### config.mk
export PLATFORM = sky130hd
export DESIGN_NAME = matadd4_seq
export DESIGN_NICKNAME = d
export VERILOG_FILES = /design/src/rtl/matadd4_seq.sv
export SDC_FILE = /design/constraint.sdc
export NUM_CORES = 1
export LEC_CHECK = 0
export CAP_MARGIN = 20
export CORE_MARGIN = 2
export CORE_UTILIZATION = 60
export DETAILED_ROUTE_END_ITERATION = 7
export DONT_BUFFER_PORTS = 1
export PLACE_DENSITY = 0.76
export SLEW_MARGIN = 20
export SYNTH_ARGS = -nofsm -noshare
export SYNTH_HDL_FRONTEND = slang
export SYNTH_SLANG_ARGS = --single-unit
### constraint.sdc
create_clock -name clk -period 7.9 [get_ports clk]
set_clock_uncertainty 0.1 [all_clocks]
set_input_delay 0.79 -clock clk [delete_from_list [all_inputs] [get_ports clk]]
set_output_delay 0.79 -clock clk [all_outputs]
set_load 0.005 [all_outputs]
### src/rtl/matadd4_seq.sv
// matadd4_seq
//   Time-multiplexed 4-operand matrix adder. The operand matrices a, b, c and d
//   are captured when a start request is accepted. One shared add4 adder then
//   walks every element in row-major order, one element per clock. The finished
//   result matrix f is handed to the consumer through a valid/ready handshake.
//   This trades throughput for area against a fully parallel ROWS*COLS adder
//   array.
//
// Parameters
//   ROWS, COLS  matrix shape (both >= 1); a shape of 1xN or Nx1 is a vector
//   WIDTH       add4 fixed-point element width; sums wrap modulo 2**WIDTH
//
// Ports
//   clk        rising-edge clock
//   reset_l    asynchronous active-low reset
//   start      request to capture a..d and begin; accepted when start & start_rdy
//   start_rdy  high only while idle
//   clear      synchronous abort back to idle; wins over start and f_rdy
//   a,b,c,d    operand matrices [ROWS:1][COLS:1], sampled only at accept
//   f          result matrix register
//   f_valid    f holds a complete result
//   f_rdy      consumer takes f when f_valid & f_rdy
//   busy       high while stepping or holding a finished result
module matadd4_seq #(
    parameter int ROWS  = 1,
    parameter int COLS  = 1,
    parameter int WIDTH = 8
) (
    input  logic                                clk,
    input  logic                                reset_l,
    input  logic                                start,
    output logic                                start_rdy,
    input  logic                                clear,
    input  logic [ROWS:1][COLS:1][WIDTH-1:0]    a,
    input  logic [ROWS:1][COLS:1][WIDTH-1:0]    b,
    input  logic [ROWS:1][COLS:1][WIDTH-1:0]    c,
    input  logic [ROWS:1][COLS:1][WIDTH-1:0]    d,
    output logic [ROWS:1][COLS:1][WIDTH-1:0]    f,
    output logic                                f_valid,
    input  logic                                f_rdy,
    output logic                                busy
);

    // The counters are 1-based, so they need enough bits to hold ROWS and COLS.
    localparam int RW = $clog2(ROWS + 1);
    localparam int CW = $clog2(COLS + 1);
    localparam logic [RW-1:0] LAST_ROW = RW'(ROWS);
    localparam logic [CW-1:0] LAST_COL = CW'(COLS);

    typedef enum logic [1:0] {
        IDLE,
        RUN,
        DONE
    } state_t;

    state_t                              state;
    state_t                              state_nxt;
    logic [ROWS:1][COLS:1][WIDTH-1:0]    opa;
    logic [ROWS:1][COLS:1][WIDTH-1:0]    opb;
    logic [ROWS:1][COLS:1][WIDTH-1:0]    opc;
    logic [ROWS:1][COLS:1][WIDTH-1:0]    opd;
    logic [RW-1:0]                       row;
    logic [CW-1:0]                       col;
    logic                                accept;
    logic                                step;
    logic                                last;
    logic [WIDTH-1:0]                    sum;

    // The add4 element adder. Its result is truncated to WIDTH, so it is
    // bit-identical to each cell of the parallel matrix adder.
    function automatic logic [WIDTH-1:0] add4(
        input logic [WIDTH-1:0] x0,
        input logic [WIDTH-1:0] x1,
        input logic [WIDTH-1:0] x2,
        input logic [WIDTH-1:0] x3
    );
        return x0 + x1 + x2 + x3;
    endfunction

    // The single shared adder, steered by the element counters.
    assign sum  = add4(opa[row][col], opb[row][col], opc[row][col], opd[row][col]);
    assign last = (row == LAST_ROW) && (col == LAST_COL);

    assign start_rdy = (state == IDLE);
    assign f_valid   = (state == DONE);
    assign busy      = (state == RUN) || (state == DONE);

    // State register.
    always_ff @(posedge clk or negedge reset_l) begin
        if (!reset_l) begin
            state <= IDLE;
        end else begin
            state <= state_nxt;
        end
    end

    // Next-state logic. clear overrides everything, so an abort in the same
    // cycle as start or f_rdy neither captures operands nor hands off f.
    always_comb begin
        state_nxt = state;
        accept    = 1'b0;
        step      = 1'b0;
        if (clear) begin
            state_nxt = IDLE;
        end else begin
            case (state)
                IDLE: begin
                    if (start) begin
                        accept    = 1'b1;
                        state_nxt = RUN;
                    end
                end
                RUN: begin
                    step = 1'b1;
                    if (last) begin
                        state_nxt = DONE;
                    end
                end
                DONE: begin
                    if (f_rdy) begin
                        state_nxt = IDLE;
                    end
                end
                default: state_nxt = IDLE;
            endcase
        end
    end

    // Datapath. Operands are frozen at accept. f is written only while
    // stepping, one element per cycle. After the last element, row runs one
    // past ROWS; that value is never used, because the next accept reloads it.
    always_ff @(posedge clk or negedge reset_l) begin
        if (!reset_l) begin
            opa <= '0;
            opb <= '0;
            opc <= '0;
            opd <= '0;
            row <= '0;
            col <= '0;
            f   <= '0;
        end else if (accept) begin
            opa <= a;
            opb <= b;
            opc <= c;
            opd <= d;
            row <= RW'(1);
            col <= CW'(1);
        end else if (step) begin
            f[row][col] <= sum;
            if (col == LAST_COL) begin
                col <= CW'(1);
                row <= row + RW'(1);
            end else begin
                col <= col + CW'(1);
            end
        end
    end

endmodule

# == After elaboration in Yosys (flattened, before gate mapping) ==
# Cells that the tools add are included.
# Widths: inputs -> output; s select.
# totals
n_memories,0
register_bits,44
rom_bits,0
output_inout_bits,11
latch_bits,0
ramBits,0
inputBits,37
wordCells,70
# op_classes
n_shift,0
bitwise_logic,1
div,0
n_eq_ne,5
muxes,37
magnitude_cmp,4
add_sub_neg,5
reduce_logical,10
mul,0
# ops
op,count
$mux 8,18
$add 8x8->8,3
$demux 8 s1,2
$mux 1,11
$bwmux 8,1
$mux 2,4
$ne 3x2->1 const B,2
$pmux 2 s3,1
$lt 1x2->1 const B,2
$reduce_and 2->1,2
$reduce_bool 2->1,2
$logic_and 1x1->1,3
$ne 3x3->1 const B,1
$reduce_and 3->1,1
$add 1x1->1 const B,2
$eq 2x1->1 const B,1
$eq 2x2->1 const B,1
$ge 1x1->1 const B,2
$logic_not 2->1,1
$logic_or 1x1->1,1
$not 1->1,1

# == Depth between registers and ports, before layout ==
# Gate-level depths: netlist of the first run.
# logic_depth
depth_word,8
mapped_depth,12
ltp_nobuf,12

# == Least setup slack after synthesis of the first run ==
# No wires, ideal clock.
# synth_timing
path_type,reg-to-reg
startpoint,register opa[1] in the netlist's numbering
endpoint,register f[7] in the netlist's numbering
synth_period_minus_slack_ns,2.802
setup_slack_ns,5.098
required_ns,7.665
arrival_ns,2.567
path_stages_with_launch,13
setup_time_ns,0.135
n_path_buf,0
path_cell_list,dfrtp_1 -> inv_1 -> fa_1 -> inv_1 -> fa_1 -> ha_1 -> inv_1 -> fa_1 -> nor2b_1 -> o31a_1 -> o22ai_1 -> xnor2_1 -> o21ai_0
# synth_between
elab_chain_len,8
# synth_rtl
item,line,source
start: declaration,58,logic [ROWS:1][COLS:1][WIDTH-1:0] opa;
start signal: assignment,134,opa <= '0;
start signal: assignment,142,opa <= a;
$mux 8 (not written as such) (4 in series),81,"assign sum = add4(opa[row][col], opb[row][col], opc[row][col], opd[row][col]);"
$add 8x8->8 (3 in series),77,return x0 + x1 + x2 + x3;
$bwmux 8,149,f[row][col] <= sum;
end signal: indexed assignment,149,
end: declaration,38,"output logic [ROWS:1][COLS:1][WIDTH-1:0] f,"
# No other way between the ends. The select of a mux whose other input is x is not followed.
# A chain may end at the register's enable or synchronous reset.

# == Worst setup path after layout of the first run ==
# Ends and elaborated chain as after synthesis.

==> impl_metrics.toml, run 1 <==
[global_route]
grt_pass1_wl_um = 6110
grt_pass1_vias = 1406
antenna_found_initial = 0
overflow = 0
grt_usage_pct = 18.6
grt_max_degree = 45

[logic_synthesis]
yosys.area_share.simple_pct = 5.90
syn_nets = 258
synthCells = 196
synth_top_flop_cell = "dfrtp_1"
syn_area_per_cell_um2 = 12.3
synth_top_area_share_pct = 45.6
synthAdderAreaFrac_pct = 17.3
yosys_warnings = 0
synth_top_family_by_area = "adder cells"
ys_types = 28
synth-seq-cells = 44
ys_top_cells_by_area = "dfrtp_1 46%, mux2_2 16%, fa_1 12%, inv_1 6.1%, ha_1 5.7%"
synthesis.area_mm2 = 0.00242
muxShareOfSynthArea_pct = 16.3
synth_xor_xnor_area_share_pct = 3.26
synth_top_cell_by_area = "dfrtp_1"
async_flop_share_pct = 100
synth_edf_count = 0
synth_compound_area_share_pct = 4.87
ys_seq_area_share_pct = 45.6

[sta]
tns_ns = 0
tightest_slew_ns = 0.475
rsz0062_at_grt = "false"
final-hold-violation-count = 0
slew_headroom_pct = 68.4
period_share_pct = 37.4
setup_slack_ns = 4.95
maxSlewViolCount = 0
finalWorstPathRequiredPeriod_ns = 2.95
setup_viol = 0
fmax_mhz = 339

[cts]
root_buffer = "clkbuf_8"
clkTransAtPathRegs_ns = 0.08
cts_resized = 0
cts_buffers = 5
cts_hold_buf = 0
clock_path_buffers = 2
htreeDepth = 2
cts_tree = "done"
insertion_delay_ns = 0.29
cts_setup_buffers = 0
cts_sinks = 44

[critical_path]
arrival_ns = 3.06
cp_top_family = "adder cells"
cp_max_fo = 2
end_kind = "flop"
regToRegEndpoint = "f[7]"
cpPeakStageDelay_ns = 0.52
critPathKind = "reg2reg"
worst-r2r-setup-slack_ns = 4.95
timing.rr.start = "opa[1]"
cp.buffers_inverters = 3
path_cells = "inv_1 > fa_1 > inv_1 > fa_1 > ha_1 > inv_1 > fa_1 > nor2b_1 > o31a_1 > o22ai_1 > xnor2_1 > o21ai_0"
cp_slowest_cell = "fa_1"
cp.required_ns = 8.00
r2r_cells = 12
cp-start-kind = "flop"

[detailed_routing]
drt-vias-per-instance = 5.32
drtIter0Drc = 53
routed_wl_um = 3760
routedWlPerCell_um = 15.0
vias = 1330
drc = 0
antenna_left = 0
first_pass_iters = 2

[layout]
seq_area_mm2 = 0.00110
syn2layout_area_growth_pct = 5.64
num_antenna_cells = 0
nets = 261
utilization_pct = 64.7
multi_input_area_mm2 = 0.00115
drive_gt1_share_pct = 23.0
stdcell_area_mm2 = 0.00255
final.fill_count = 307

[floorplan]
num_rows = 23
start_util_pct = 61.3
die_w_um = 67.5
die_h_um = 67.5
ios = 48
core-area_mm2 = 0.00394
die_area_mm2 = 0.00455

[placed_design]
portBuffers = 0
hpwl_um = 2960
post-place-ws_ns = 4.96
placed_area_mm2 = 0.00246
place.gp.congestion = 0.719

[pwr]
ir_drop_v = 0.000200
powerDensity_mw_per_mm2 = 468
total_power_uw = 1190
leakage_uw = 0.00123

[run_status]
status = "completed"

[hold_path]
hold_class = "in2async"

[run]
cap_violations = 0
cell usage after synthesis, drive strengths merged, types with 2 or more instances:
| cell | count |
|---|---|
| dfrtp | 44 |
| inv | 39 |
| mux2 | 34 |
| fa | 14 |
| ha | 11 |
| nand2 | 8 |
| xnor2 | 8 |
| o21ai | 6 |
| a21oi | 4 |
| a211oi | 3 |
| a21o | 3 |
| buf | 3 |
| nand3 | 2 |
| nor2 | 2 |
| nor2b | 2 |
| nor3b | 2 |
cell type report:
type / instances / area share (%)
clock buffer: 6 / 3.24
sequential: 44 / 43.1
inverter: 39 / 5.74
clock inverter: 2 / 0.392
tap: 50 / 2.45
multi-input combinational: 109 / 45.0
metrics by stage:
stage	hold slack, ns	instances
global route	0.0677	250
detailed placement	0.394	242
floorplan	0.355	196
finish	0.0842	250
global placement	0.369	242
CTS	0.0753	250
worst max-delay path by stage:
stage,startpoint,end,slack (ns),cells past startpoint
3_3_place_gp,opa[1],f[7],5.03,12
5_1_grt,opa[1],f[7],4.73,12
4_1_cts,opa[1],f[7],4.94,12
3_5_place_dp,opa[1],f[7],4.96,12
6_report,opa[1],f[7],4.95,12
2_1_floorplan,opa[1],f[7],5.10,12
sequential cells by signal, summed over array words and instances, names as in the netlist:
register and count:
col 1, f 8, opa 8, opb 8, opc 8, opd 8
row 1, state 2
cell usage in the layout, fill, tap and decap left out, types with 2 or more instances in the layout:
master     n
inv_1     39
nand2_1    8
fa_1      14
o21ai_0    6
xnor2_1    8
ha_1      11
nor3b_1    2
mux2_2    34
clkbuf_8   6
a21o_1     3
dfrtp_1   44
a211oi_1   3
a21oi_1    4
nor2_1     2
nor2b_1    2
clkinv_2   2
layer usage:
layer / share of wire [%] / track usage [%]
met5: 0 / 0
met4: 1.3 / 6.38
met3: 4.7 / 6.17
met2: 54 / 32.7
met1: 40 / 21.1
power breakdown:
| group | switching [µW] | total [µW] | leakage (µW) | internal, µW |
|---|---|---|---|---|
| sequential | 49.0 | 352 | 0.000520 | 303 |
| clock | 71.4 | 141 | 0.0000510 | 69.8 |
| combinational | 346 | 702 | 0.000659 | 355 |
| total | 467 | 1190 | 0.00123 | 728 |
kinds of logic after synthesis:
family / Yosys count
compound gates: 19
xor+xnor: 9
fa+ha+maj: 25
buf+inv: 43
flops: 44
mux: 35
simple gates: 21
Power figures use the tool's default switching activity.
==> run 2, diff against run 1 <==
--- a/config.mk
+++ b/config.mk
@@ -7,10 +7,10 @@
 export LEC_CHECK = 0
 export CAP_MARGIN = 20
 export CORE_MARGIN = 2
-export CORE_UTILIZATION = 60
+export CORE_UTILIZATION = 57
 export DETAILED_ROUTE_END_ITERATION = 7
 export DONT_BUFFER_PORTS = 1
-export PLACE_DENSITY = 0.76
+export PLACE_DENSITY = 0.75
 export SLEW_MARGIN = 20
 export SYNTH_ARGS = -nofsm -noshare
 export SYNTH_HDL_FRONTEND = slang
==> constraint.sdc (replaced) <==
create_clock -name clk -period 2.5 [get_ports clk]
set_clock_uncertainty 0.1 [all_clocks]
set_input_delay 0.25 -clock clk [delete_from_list [all_inputs] [get_ports clk]]
set_output_delay 0.25 -clock clk [all_outputs]
set_load 0.005 [all_outputs]
==> run 2 against run 1 <==
Routed wire length rose by 16%. Setup slack got worse by 5.3 ns. Utilization rose by 8.2 points. Clock power rose to 3.0 times the previous value. Sequential power rose to 3.2 times the previous value. First-iteration DRC count fell by 11%. The flow now finishes with violations (negative setup slack). Global-route usage rose by 0.79 points. Critical path type unchanged. Hold slack got worse by 0.082 ns. Non-clock buffer count rose by 37. Count of clock-buffer cells in the layout fell by 1. Fmax rose by 2.1%. Power rose to 4.0 times the previous value.
==> impl_metrics.toml, run 2 (synthesis gave the netlist of run 1 again) <==
[cts]
clkTransAtPathRegs_ns = 0.08
cts_buffers = 5
clock_path_buffers = 2
htreeDepth = 2
cts_tree = "done"
cts_sinks = 44
insertion_delay_ns = 0.29
root_buffer = "clkbuf_8"

[sta]
tightest_slew_ns = 0.302
rsz0062_at_grt = "true"
setup_slack_ns = -0.393
tns_ns = -1.27
finalWorstPathRequiredPeriod_ns = 2.89
maxSlewViolCount = 0
slew_headroom_pct = 79.7
period_share_pct = 116
setup_viol = 5
fmax_mhz = 346
final-hold-violation-count = 0

[layout]
nets = 298
stdcell_area_mm2 = 0.00294
drive_gt1_share_pct = 31.4
num_antenna_cells = 0
mostFrequentLayoutCells = "44 x dfrtp_1, 34 x inv_1, 34 x mux2_2"
syn2layout_area_growth_pct = 21.6
mostFrequentLayoutCell = "dfrtp_1"

[global_route]
grt_pass1_wl_um = 7290
grt_max_degree = 45
grt_usage_pct = 19.3
grt_pass1_vias = 1684
antenna_found_initial = 0
overflow = 0

[detailed_routing]
routed_wl_um = 4340
vias = 1522
drt-vias-per-instance = 5.32
drtIter0Drc = 47
first_pass_iters = 4
drc = 0
antenna_left = 0
routedWlPerCell_um = 15.2

[critical_path]
arrival_ns = 3.02
cp_slowest_cell = "fa_1"
cp_max_fo = 2
cp-start-kind = "flop"
critPathKind = "reg2reg"
cp.required_ns = 2.62
cpPeakStageDelay_ns = 0.52
path_cells = "inv_2 > fa_1 > inv_1 > fa_1 > ha_2 > inv_2 > fa_2 > nor2b_2 > o31a_1 > o22ai_2 > xnor2_2 > o21ai_1"
end_kind = "flop"
cp_top_family = "adder cells"
cp.buffers_inverters = 3

[run_status]
status = "finished with violations"
failed_checks = "negative setup slack"

[floorplan]
ios = 48
die_w_um = 69.1
num_rows = 23
die_h_um = 69.1
core-area_mm2 = 0.00403
start_util_pct = 60.0
die_area_mm2 = 0.00478

[hold_path]
hold_class = "in2reg"

[placed_design]
placed_area_mm2 = 0.00254
portBuffers = 0
hpwl_um = 3160
place.gp.congestion = 0.750

[pwr]
ir_drop_v = 0.00117
powerDensity_mw_per_mm2 = 1640
leakage_uw = 0.00140

[run]
cap_violations = 0
run 2: cell count changes in the layout (fill, tap and decap cells not counted), moves of 3 or more:
cell	delta
dlygate4sd3_1	+23
buf_4	+13
inv_1	-5
inv_2	+5
o21ai_0	-4
o21ai_1	+3
run 2: final timing paths:
path                               from     end  slack [ns]  cells after the start
worst max-delay path             opa[1]    f[7]       -0.39                     12
worst min-delay path               d[7]  opd[7]       0.002                      1
worst max register to register   opa[1]    f[7]       -0.39                     12
worst min register to register     f[5]    f[5]        0.41                      1
max in group asynchronous       reset_l  opd[3]        1.77                      2
min in group asynchronous       reset_l    f[2]        0.31                      2
run 2: layout make-up:
class / instances / area [µm²]
multi-input combinational: 109 / 1200
sequential: 44 / 1100
fill: 286 / 1090
timing repair buffer: 37 / 348
inverter: 39 / 146
clock buffer: 5 / 68.8
tap: 50 / 62.6
clock inverter: 2 / 12.5
run 2: where the power goes:
| part | internal [µW] | total, µW | switching [µW] | leakage, µW |
|---|---|---|---|---|
| clock | 189 | 427 | 238 | 0.0000400 |
| sequential | 957 | 1120 | 164 | 0.000520 |
| combinational | 1780 | 3260 | 1480 | 0.000843 |
run 2: layer usage:
metal	share of wire, %	track usage (%)	up-vias
met2	57	36.3	40
met3	4.1	5.12	9
met5	0	0	-
li1	-	-	708
met1	37	20.0	765
met4	1.9	8.28	0
run 2: metrics by stage:
stage	hold WS (ns)	setup slack, ns	utilization [%]	cells	power [µW]
finish	0.00237	-0.393	72.9	286	4810
global route	-0.00555	-0.529	72.9	286	5280
detailed placement	-0.145	-0.475	63.0	252	3800
CTS	0.0000612	-0.468	70.1	276	4660
floorplan	-0.146	-0.252	-	196	2940
global placement	-0.144	-0.323	63.0	252	3600
run 2: timing repair:
| item | CTS | global route |
|---|---|---|
| gates cloned | 0 | 0 |
| hold endpoints to repair | 57 | 10 |
| endpoints found under the setup margin | 6 | 6 |
| buffers inserted | 3 | 0 |
| gates resized for setup | 15 | 3 |
| hold buffers | 14 | 10 |
| pin swaps | 17 | 13 |
